===== src/rtl/matrix_input_parser.sv =====
// matrix_input_parser: parses whitespace-separated ASCII decimal tokens
// (rows, cols, then row-major elements) from the UART receive stream and
// writes each element to matrix storage. A blank line after at least one
// element zero-fills the remainder of the matrix.
module matrix_input_parser #(
  parameter int unsigned MAX_DIM = 5,
  parameter int unsigned VAL_MAX = 9
) (
  input  logic        clk,
  input  logic        rst_n,
  input  logic        i_en_input,
  input  logic [7:0]  i_base_addr,
  input  logic        i_rx_valid,
  input  logic [7:0]  i_rx_data,
  output logic        o_wr_en,
  output logic [7:0]  o_wr_addr,
  output logic [31:0] o_wr_data,
  output logic [31:0] o_m,
  output logic [31:0] o_n,
  output logic        o_done,
  output logic        o_err,
  output logic [1:0]  o_err_code
);

  localparam int unsigned CW      = $clog2(MAX_DIM * MAX_DIM + 1);
  localparam logic [15:0] DIM_LIM = 16'(MAX_DIM);
  localparam logic [15:0] VAL_LIM = 16'(VAL_MAX);

  typedef enum logic [2:0] {
    IDLE, GET_M, GET_N, GET_ELEM, PAD, DONE, ERR
  } state_t;

  state_t        state, state_nx;
  logic [15:0]   acc, acc_nx;
  logic          ovf, ovf_nx;
  logic          digit, digit_nx;
  logic          line, line_nx;
  logic [CW-1:0] cnt, cnt_nx, cnt_inc;
  logic          wr_en_nx;
  logic [7:0]    wr_addr_nx;
  logic [31:0]   wr_data_nx, m_nx, n_nx;
  logic [1:0]    code_nx;
  logic [19:0]   dsum;
  logic [31:0]   total;
  logic          is_digit, is_delim, is_lf, dim_ok, val_ok;

  // Byte classification, accumulator arithmetic and status decode
  always_comb begin
    is_digit = (i_rx_data >= 8'd48) && (i_rx_data <= 8'd57);
    is_lf    = (i_rx_data == 8'd10);
    is_delim = is_lf || (i_rx_data == 8'd13) || (i_rx_data == 8'd32);
    dsum     = {4'd0, acc} * 20'd10 + {16'd0, i_rx_data[3:0]};
    cnt_inc  = cnt + CW'(1);
    total    = o_m * o_n;
    dim_ok   = !ovf && (acc != 16'd0) && (acc <= DIM_LIM);
    val_ok   = !ovf && (acc <= VAL_LIM);
    o_done   = (state == DONE);
    o_err    = (state == ERR);
  end

  // Next-state and datapath update
  always_comb begin
    state_nx   = state;
    acc_nx     = acc;
    ovf_nx     = ovf;
    digit_nx   = digit;
    line_nx    = line;
    cnt_nx     = cnt;
    wr_en_nx   = 1'b0;
    wr_addr_nx = o_wr_addr;
    wr_data_nx = o_wr_data;
    m_nx       = o_m;
    n_nx       = o_n;
    code_nx    = o_err_code;

    unique case (state)
      IDLE: begin
        acc_nx   = '0;
        ovf_nx   = 1'b0;
        digit_nx = 1'b0;
        line_nx  = 1'b0;
        cnt_nx   = '0;
        code_nx  = '0;
        if (i_en_input) state_nx = GET_M;
      end

      GET_M, GET_N, GET_ELEM: begin
        if (!i_en_input) begin
          state_nx = IDLE;
        end else if (i_rx_valid) begin
          if (is_digit) begin
            acc_nx   = dsum[15:0];
            ovf_nx   = ovf | (dsum[19:16] != 4'd0);
            digit_nx = 1'b1;
            line_nx  = 1'b1;
          end else if (is_delim) begin
            if (digit) begin
              acc_nx   = '0;
              ovf_nx   = 1'b0;
              digit_nx = 1'b0;
              if (state == GET_M) begin
                if (dim_ok) begin
                  m_nx     = 32'(acc);
                  state_nx = GET_N;
                end else begin
                  code_nx  = 2'd1;
                  state_nx = ERR;
                end
              end else if (state == GET_N) begin
                if (dim_ok) begin
                  n_nx     = 32'(acc);
                  state_nx = GET_ELEM;
                end else begin
                  code_nx  = 2'd1;
                  state_nx = ERR;
                end
              end else begin
                if (val_ok) begin
                  wr_en_nx   = 1'b1;
                  wr_addr_nx = i_base_addr + 8'(cnt);
                  wr_data_nx = 32'(acc);
                  cnt_nx     = cnt_inc;
                  // Last element: PAD sees nothing left and moves to DONE,
                  // which delays o_done one cycle behind the final write.
                  if (32'(cnt_inc) == total) state_nx = PAD;
                end else begin
                  code_nx  = 2'd2;
                  state_nx = ERR;
                end
              end
            end else if (is_lf && (state == GET_ELEM) && !line && (cnt != '0)) begin
              // Empty line: issue the first pad write right away
              wr_en_nx   = 1'b1;
              wr_addr_nx = i_base_addr + 8'(cnt);
              wr_data_nx = '0;
              cnt_nx     = cnt_inc;
              state_nx   = PAD;
            end
            if (is_lf) line_nx = 1'b0;
          end else begin
            code_nx  = 2'd3;
            state_nx = ERR;
          end
        end
      end

      PAD: begin
        if (!i_en_input) begin
          state_nx = IDLE;
        end else if (32'(cnt) < total) begin
          wr_en_nx   = 1'b1;
          wr_addr_nx = i_base_addr + 8'(cnt);
          wr_data_nx = '0;
          cnt_nx     = cnt_inc;
        end else begin
          state_nx = DONE;
        end
      end

      DONE, ERR: begin
        if (!i_en_input) begin
          code_nx  = '0;
          state_nx = IDLE;
        end
      end

      default: state_nx = IDLE;
    endcase
  end

  // State and datapath registers, asynchronous active-low reset
  always_ff @(posedge clk or negedge rst_n) begin
    if (!rst_n) begin
      state      <= IDLE;
      acc        <= '0;
      ovf        <= 1'b0;
      digit      <= 1'b0;
      line       <= 1'b0;
      cnt        <= '0;
      o_wr_en    <= 1'b0;
      o_wr_addr  <= '0;
      o_wr_data  <= '0;
      o_m        <= '0;
      o_n        <= '0;
      o_err_code <= '0;
    end else begin
      state      <= state_nx;
      acc        <= acc_nx;
      ovf        <= ovf_nx;
      digit      <= digit_nx;
      line       <= line_nx;
      cnt        <= cnt_nx;
      o_wr_en    <= wr_en_nx;
      o_wr_addr  <= wr_addr_nx;
      o_wr_data  <= wr_data_nx;
      o_m        <= m_nx;
      o_n        <= n_nx;
      o_err_code <= code_nx;
    end
  end

endmodule


===== config.mk =====
export PLATFORM = sky130hd
export DESIGN_NAME = matrix_input_parser
export DESIGN_NICKNAME = d
export VERILOG_FILES = /design/src/rtl/matrix_input_parser.sv
export SDC_FILE = /design/constraint.sdc
export NUM_CORES = 1
export LEC_CHECK = 0
export ABC_AREA = 1
export BUFFER_PORTS_ARGS = -buffer_cell sky130_fd_sc_hd__buf_2
export CAP_MARGIN = 20
export CORE_MARGIN = 1
export CORE_UTILIZATION = 49
export CTS_BUF_LIST = sky130_fd_sc_hd__clkbuf_4 sky130_fd_sc_hd__clkbuf_8 sky130_fd_sc_hd__clkbuf_16
export DETAILED_ROUTE_END_ITERATION = 8
export GPL_ROUTABILITY_DRIVEN = 0
export GPL_TIMING_DRIVEN = 0
export PLACE_DENSITY = 0.72
export SLEW_MARGIN = 15
export SYNTH_ARGS = -nofsm -noshare
export SYNTH_HDL_FRONTEND = slang
export SYNTH_SLANG_ARGS = --single-unit

===== constraint.sdc =====
create_clock -name clk -period 6.4 [get_ports clk]
set_input_delay 0 -clock clk [delete_from_list [all_inputs] [get_ports clk]]
set_output_delay 0 -clock clk [all_outputs]
set_load 0.005 [all_outputs]

==> reports/qor.csv, run 1 <==
metric,value,unit
viasPerCell,5.08,
synth_edf_count,0,
synth_top_area_share,25.5,%
async_flop_share,100,%
clk_pin_slew,0.07,ns
fin_nets,2741,
max_freq,158,MHz
finalMaxSlewViolations,0,
tightestPinTransition,0.934,ns
synthCells,2179,
drive_gt1_share,18.9,%
violations,DRC,
syn_area,0.0155,mm2
synth-warning-count,0,
min_period_over_period,99.0,%
cts_sinks,86,
timing.slew.headroom,37.5,%
hp-class,in2reg,
synth-main-ff-cell,dfrtp_1,
wl_per_cell,15.9,um
path_delay_family,adder cells,
clk_path_buf_depth,2,
h-tree-depth,3,
dp.cells,2703,
grt_max_degree,50,
first_iter_violations,1039,
start_util,50.2,%
rsz0062_at_grt,true,
ant_nets,0,
outcome,finished with violations,
yosys.cell_types.count,46,
place_ws,-1.08,ns
setup_viol,0,
die_h,180,um
critPathLaunchType,flop,
drcViolationCount,2,
setup_ws,0.0612,ns
die_x,180,um
synth_seq_cells,86,
rows,64,
worst-path-max-fanout,6,
ios,129,
vdd_drop_max,0.000178,V
first_pass_iters,8,
cp-end-kind,flop,
root_buffer,clkbuf_16,
gr-total-overflow,0,
grt_usage,27.5,%
critical_path_arrival,6.60,ns
slowest_delay,0.58,ns
synth-seq-area-share,13.9,%
grt_antenna_before_repair,0,
critical_path.slowest_cell,fa_1,
clkLatencyLatePin,0.37,ns
worst-setup-path-type,reg2reg,
layout_commonest_cell,nand2_1,
hold_viol_final,0,
areaGrowthSynthToFinish,18.6,%
vias,14100,
routed_wl,44200,um
grt_pass1_vias,13900,
worst-path-buf-inv,9,
syn_area_per_cell,7.11,um2
stdcell_count,2777,
num_antenna_cells,0,
cts_tree,built,
mostFrequentLayoutCells,"586 x nand2_1, 533 x inv_1, 190 x fa_1, 133 x ha_1, 121 x buf_4",
p_leak,11.2,nW
cts_buffers,9,
finalPower,0.00183,W
power_density,99.7,mW/mm2
period_needed,6.34,ns
skew,0.00861,ns
maxCapViolations,0,
worstPathRequired,6.66,ns
grt_pass1_wl,70200,um
yosysTopAreaCell,fa_1,
synthTopCellsByArea,"fa_1 25%, nand2_1 15%, dfrtp_1 14%",
die_area,0.0323,mm2
dp_hpwl,33600,um
portBuffers,80,
core-area,0.0308,mm2
worst reg2reg max path: cells and delay by family (launching register included):
| family | cells | cell delay [ns] |
|---|---|---|
| flops | 1 | 0.45 |
| fa+ha+maj | 7 | 3.45 |
| buf+inv | 9 | 0.81 |
| simple gates | 16 | 1.51 |
metal layers:
layer  GRT usage (%)  part of all wire (%)  vias to the layer above
met4            12.8                   4.8                        0
met2            45.5                    47                      574
met3            4.66                   7.5                      119
li1                -                     -                     6688
met1            35.1                    41                     6714
met5               0                     0                        -
what timing repair did:
| item | in CTS | in global routing |
|---|---|---|
| pin swaps | 3 | 94 |
| hold buffers | 4 | 0 |
| gates cloned | 0 | 2 |
| setup buffers | 41 | 43 |
| endpoints found under the hold margin | 40 | 0 |
| gates resized for setup | 121 | 176 |
| setup endpoints to repair | 33 | 33 |
layout make-up:
cell class | instances | area (um2)
fill | 2741 | 12500
multi-input combinational | 1453 | 11200
sequential | 86 | 2190
inverter | 566 | 2130
timing repair buffer | 171 | 1230
buffer | 90 | 811
tap | 396 | 495
clock buffer | 11 | 240
clock inverter | 4 | 57.6
final timing paths:
kind	start	to	slack (ns)	cells after the start
min in group asynchronous	rst_n	o_wr_data[7]	0.15	2
min reg2reg	line	line	0.49	2
max	o_m[11]	state[0]	0.06	32
min	i_base_addr[5]	o_wr_addr[5]	0.05	4
max in group asynchronous	rst_n	o_m[1]	5.59	3
max reg2reg	o_m[11]	state[0]	0.06	32
flip-flops by register name (all words and copies together), names as in the netlist:
signal	cells
acc	16
o_m	16
o_n	16
o_wr_data	16
o_wr_addr	8
cnt	5
state	3
o_err_code	2
digit	1
line	1
o_wr_en	1
ovf	1
where the power goes:
group | leakage (nW) | internal, W | switching (W)
Combinational | 9.95 | 0.000238 | 0.000353
Clock | 0.145 | 0.000313 | 0.000248
Sequential | 1.06 | 0.000625 | 0.0000544
Total | 11.2 | 0.00118 | 0.000656
per-stage QoR:
step | hold slack, ns | TNS (ns) | instance area (um2) | util [%]
global route | 0.0809 | -2.80 | 18400 | 59.6
detailed placement | 0.00996 | -34.07 | 16600 | 53.8
CTS | 0.0382 | -0.0234 | 17400 | 56.6
global placement | 0.336 | -37.76 | 16600 | 53.7
floorplan | -0.296 | 0 | 15700 | -
finish | 0.0536 | 0 | 18400 | 59.6
cell usage after synthesis (2+ instances only):
master	number
nand2_2	7
nand3b_1	6
nor4_1	4
inv_2	12
a21oi_1	46
o21ai_0	32
nand3_1	77
dfrtp_1	86
nand4_1	24
nand3_2	2
xor2_1	23
clkbuf_1	69
or2_2	3
o221ai_1	2
nor3_1	15
o21ai_1	9
fa_1	197
o22ai_1	5
nor2_4	11
o21bai_1	6
a31oi_1	2
ha_1	147
nor2_1	119
nor2_2	10
buf_4	48
xnor2_1	8
a21o_1	3
inv_1	552
nand2_1	625
and2_1	8
buf_6	2
o31ai_1	5
cells by family (layout without fill, tap and decap cells):
group                    Yosys count  in the layout  synth area share, %
XOR/XNOR                          31             31                 1.75
adder cells (fa/ha/maj)          344            344                 37.3
AO/OA/AOI/OAI                    115            115                 4.14
other                              1             48               0.0242
buffers and inverters            687            842                 18.0
flip-flops                        86             86                 13.9
AND/OR/NAND/NOR                  915            915                 24.8
(Power assumes the default switching activity.)
==> run 2, diff against run 1 <==
--- a/config.mk
+++ b/config.mk
@@ -15,6 +15,7 @@
 export GPL_ROUTABILITY_DRIVEN = 0
 export GPL_TIMING_DRIVEN = 0
 export PLACE_DENSITY = 0.72
+export REMOVE_ABC_BUFFERS = 1
 export SLEW_MARGIN = 15
 export SYNTH_ARGS = -nofsm -noshare
 export SYNTH_HDL_FRONTEND = slang
==> run 2 against run 1 <==
Effect of this change:
- critical path depth fell by 2
- via count fell by 2.9%
- critical path type unchanged
- count of clock-buffer cells in the layout down 2
- global-route usage fell by 3.1 points
- the run still ends with DRC left
- combinational power grew 0.8%
- largest cell class unchanged
==> reports/qor.csv, run 2 (same netlist as run 1, synthesis figures left out) <==
metric,value,unit,change
tightestPinTransition,1.03,ns,was 0.934 ns
cts_sinks,86,,unchanged
timing.hold.ws,0.0352,ns,was 0.0536 ns
wl_met2,20200,um,was 20800 um
cp-end-kind,flop,,unchanged
swShare,36.2,%,was 35.8%
n_fill_cell,2791,,was 2741
clkLatencyLatePin,0.35,ns,was 0.37 ns
timing.slew.headroom,31.3,%,was 37.5%
setup_viol,0,,unchanged
maxCapViolations,0,,unchanged
period_needed,6.29,ns,was 6.34 ns
final_area,0.0177,mm2,was 0.0184 mm2
fin_nets,2628,,was 2741
viasPerCell,5.14,,was 5.08
vias,13700,,was 14.1k
layout_commonest_cell,nand2_1,,unchanged
tns,0,ns,unchanged
core-area,0.0308,mm2,unchanged
worst-setup-path-type,reg2reg,,unchanged
hp-class,in2reg,,unchanged
cts_buffers,9,,unchanged
grt_pass1_wl,64700,um,was 70200 um
top_layer_used,met4,,unchanged
gr-total-overflow,0,,unchanged
violations,DRC,,unchanged
first_iter_violations,978,,was 1039
max_freq,159,MHz,was 158 MHz
p_comb_share,32.4,%,was 32.3%
slowest_delay,0.60,ns,was 0.58 ns
start_util,50.2,%,unchanged
die_x,180,um,unchanged
dr_wl_met3,2400,um,was 3300 um
hold_viol_final,0,,unchanged
die_area,0.0323,mm2,unchanged
outcome,finished with violations,,unchanged
critPathLaunchType,flop,,unchanged
clk_path_buf_depth,2,,unchanged
p_clk_share,30.2,%,was 30.7%
mostFrequentLayoutCells,"561 x nand2_1, 528 x inv_1, 187 x fa_1, 131 x ha_1, 104 x nor2_1",,"was 586 x nand2_1, 533 x inv_1, 190 x fa_1, 133 x ha_1, 121 x buf_4"
areaGrowthSynthToFinish,14.1,%,was 18.6%
placed_area,0.0159,mm2,was 0.0166 mm2
wl_per_cell,14.8,um,was 15.9 um
vdd_drop_max,0.000206,V,was 0.000178 V
grt_antenna_before_repair,0,,unchanged
grt_usage,24.4,%,was 27.5%
skew,0.0102,ns,was 0.00861 ns
p_int,0.00117,W,was 0.00118 W
critical_path.slowest_cell,fa_2,,was fa_1
dp_hpwl,29100,um,was 33600 um
first_pass_iters,7,,was 8
power_density,104,mW/mm2,was 99.7 mW/mm2
h-tree-depth,3,,unchanged
drcViolationCount,8,,was 2
min_period_over_period,98.2,%,was 99.0%
ios,129,,unchanged
grt_max_degree,53,,was 50
portBuffers,80,,unchanged
finalMaxSlewViolations,0,,unchanged
root_buffer,clkbuf_16,,unchanged
cts_tree,built,,unchanged
clk_pin_slew,0.07,ns,about the same
routed_wl,39500,um,was 44200 um
m1WireLength,16000,um,was 17900 um
grt_pass1_vias,13600,,was 13.9k
worst-path-max-fanout,6,,unchanged
finalPower,0.00184,W,was 0.00183 W
switching_power,0.000666,W,was 0.000656 W
num_antenna_cells,0,,unchanged
rsz0062_at_grt,true,,unchanged
p_leak,10.6,nW,was 11.2 nW
drive_gt1_share,17.3,%,was 18.9%
critical_path_arrival,6.56,ns,was 6.60 ns
rows,64,,unchanged
power_frac_seq,37.4,%,was 37.1%
regArea,0.00224,mm2,was 0.00219 mm2
ant_nets,0,,unchanged
worstPathRequired,6.67,ns,was 6.66 ns
multi_input_area,0.0115,mm2,was 0.0112 mm2
die_h,180,um,unchanged
-- run 2: layout make-up --
cell class	count	area share (%)
well taps	396	2.80
inverters	566	12.1
clock inverters	7	0.460
repair buffers	146	5.87
flip-flops and latches	86	12.7
multi-input cells	1455	64.8
clock buffers	9	1.27
-- run 2: per-stage QoR --
step           cells  setup WS [ns]  util (%)
6_report        2665          0.112      57.3
4_1_cts         2646         0.0199      55.0
2_1_floorplan   2105          0.385         -
3_3_place_gp    2581         -0.596      51.6
3_5_place_dp    2583         -0.636      51.7
5_1_grt         2665        -0.0794      57.3
-- run 2: timing repair --
action / CTS / global route
gates resized for setup: 80 / 174
hold buffers: 4 / 0
setup buffers: 42 / 18
pin swaps: 8 / 105
hold endpoints to repair: 37 / 0
setup endpoints to repair: 33 / 33
cloned: 1 / 1
-- run 2: path summary, 6_finish.rpt --
kind                       slack [ns]      endpoint  cells past startpoint           start
setup reg to reg                 0.11  o_wr_addr[1]                     30          o_n[6]
max in group asynchronous        5.59        o_m[6]                      3           rst_n
min in group asynchronous        0.15  o_wr_data[7]                      2           rst_n
hold reg to reg                  0.48  o_wr_addr[7]                      2    o_wr_addr[7]
setup / recovery                 0.11  o_wr_addr[1]                     30          o_n[6]
hold / removal                   0.04  o_wr_addr[6]                      4  i_base_addr[6]
-- run 2: power by group through the flow --
stage,Clock (W),Combinational [W],Sequential [W]
final,0.000555,0.000596,0.000688
after global routing,0.000578,0.000668,0.000700
after CTS,0.000559,0.000564,0.000686
after detailed placement,0,0.000532,0.000693
after global placement,0,0.000505,0.000693
after floorplan,0,0.000341,0.000693
-- run 2: routing by layer --
metal / track usage, % / vias up
li1: - / 6467
met1: 31.0 / 6652
met2: 44.2 / 485
met3: 2.65 / 82
met4: 5.59 / 0
met5: 0 / -
-- run 2: critical path: cells and delay by family (launching register included) --
kind,cells,cell delay (ns)
flops,1,0.55
compound gates,1,0.06
simple gates,14,1.43
buf+inv,8,0.70
fa+ha+maj,7,3.47
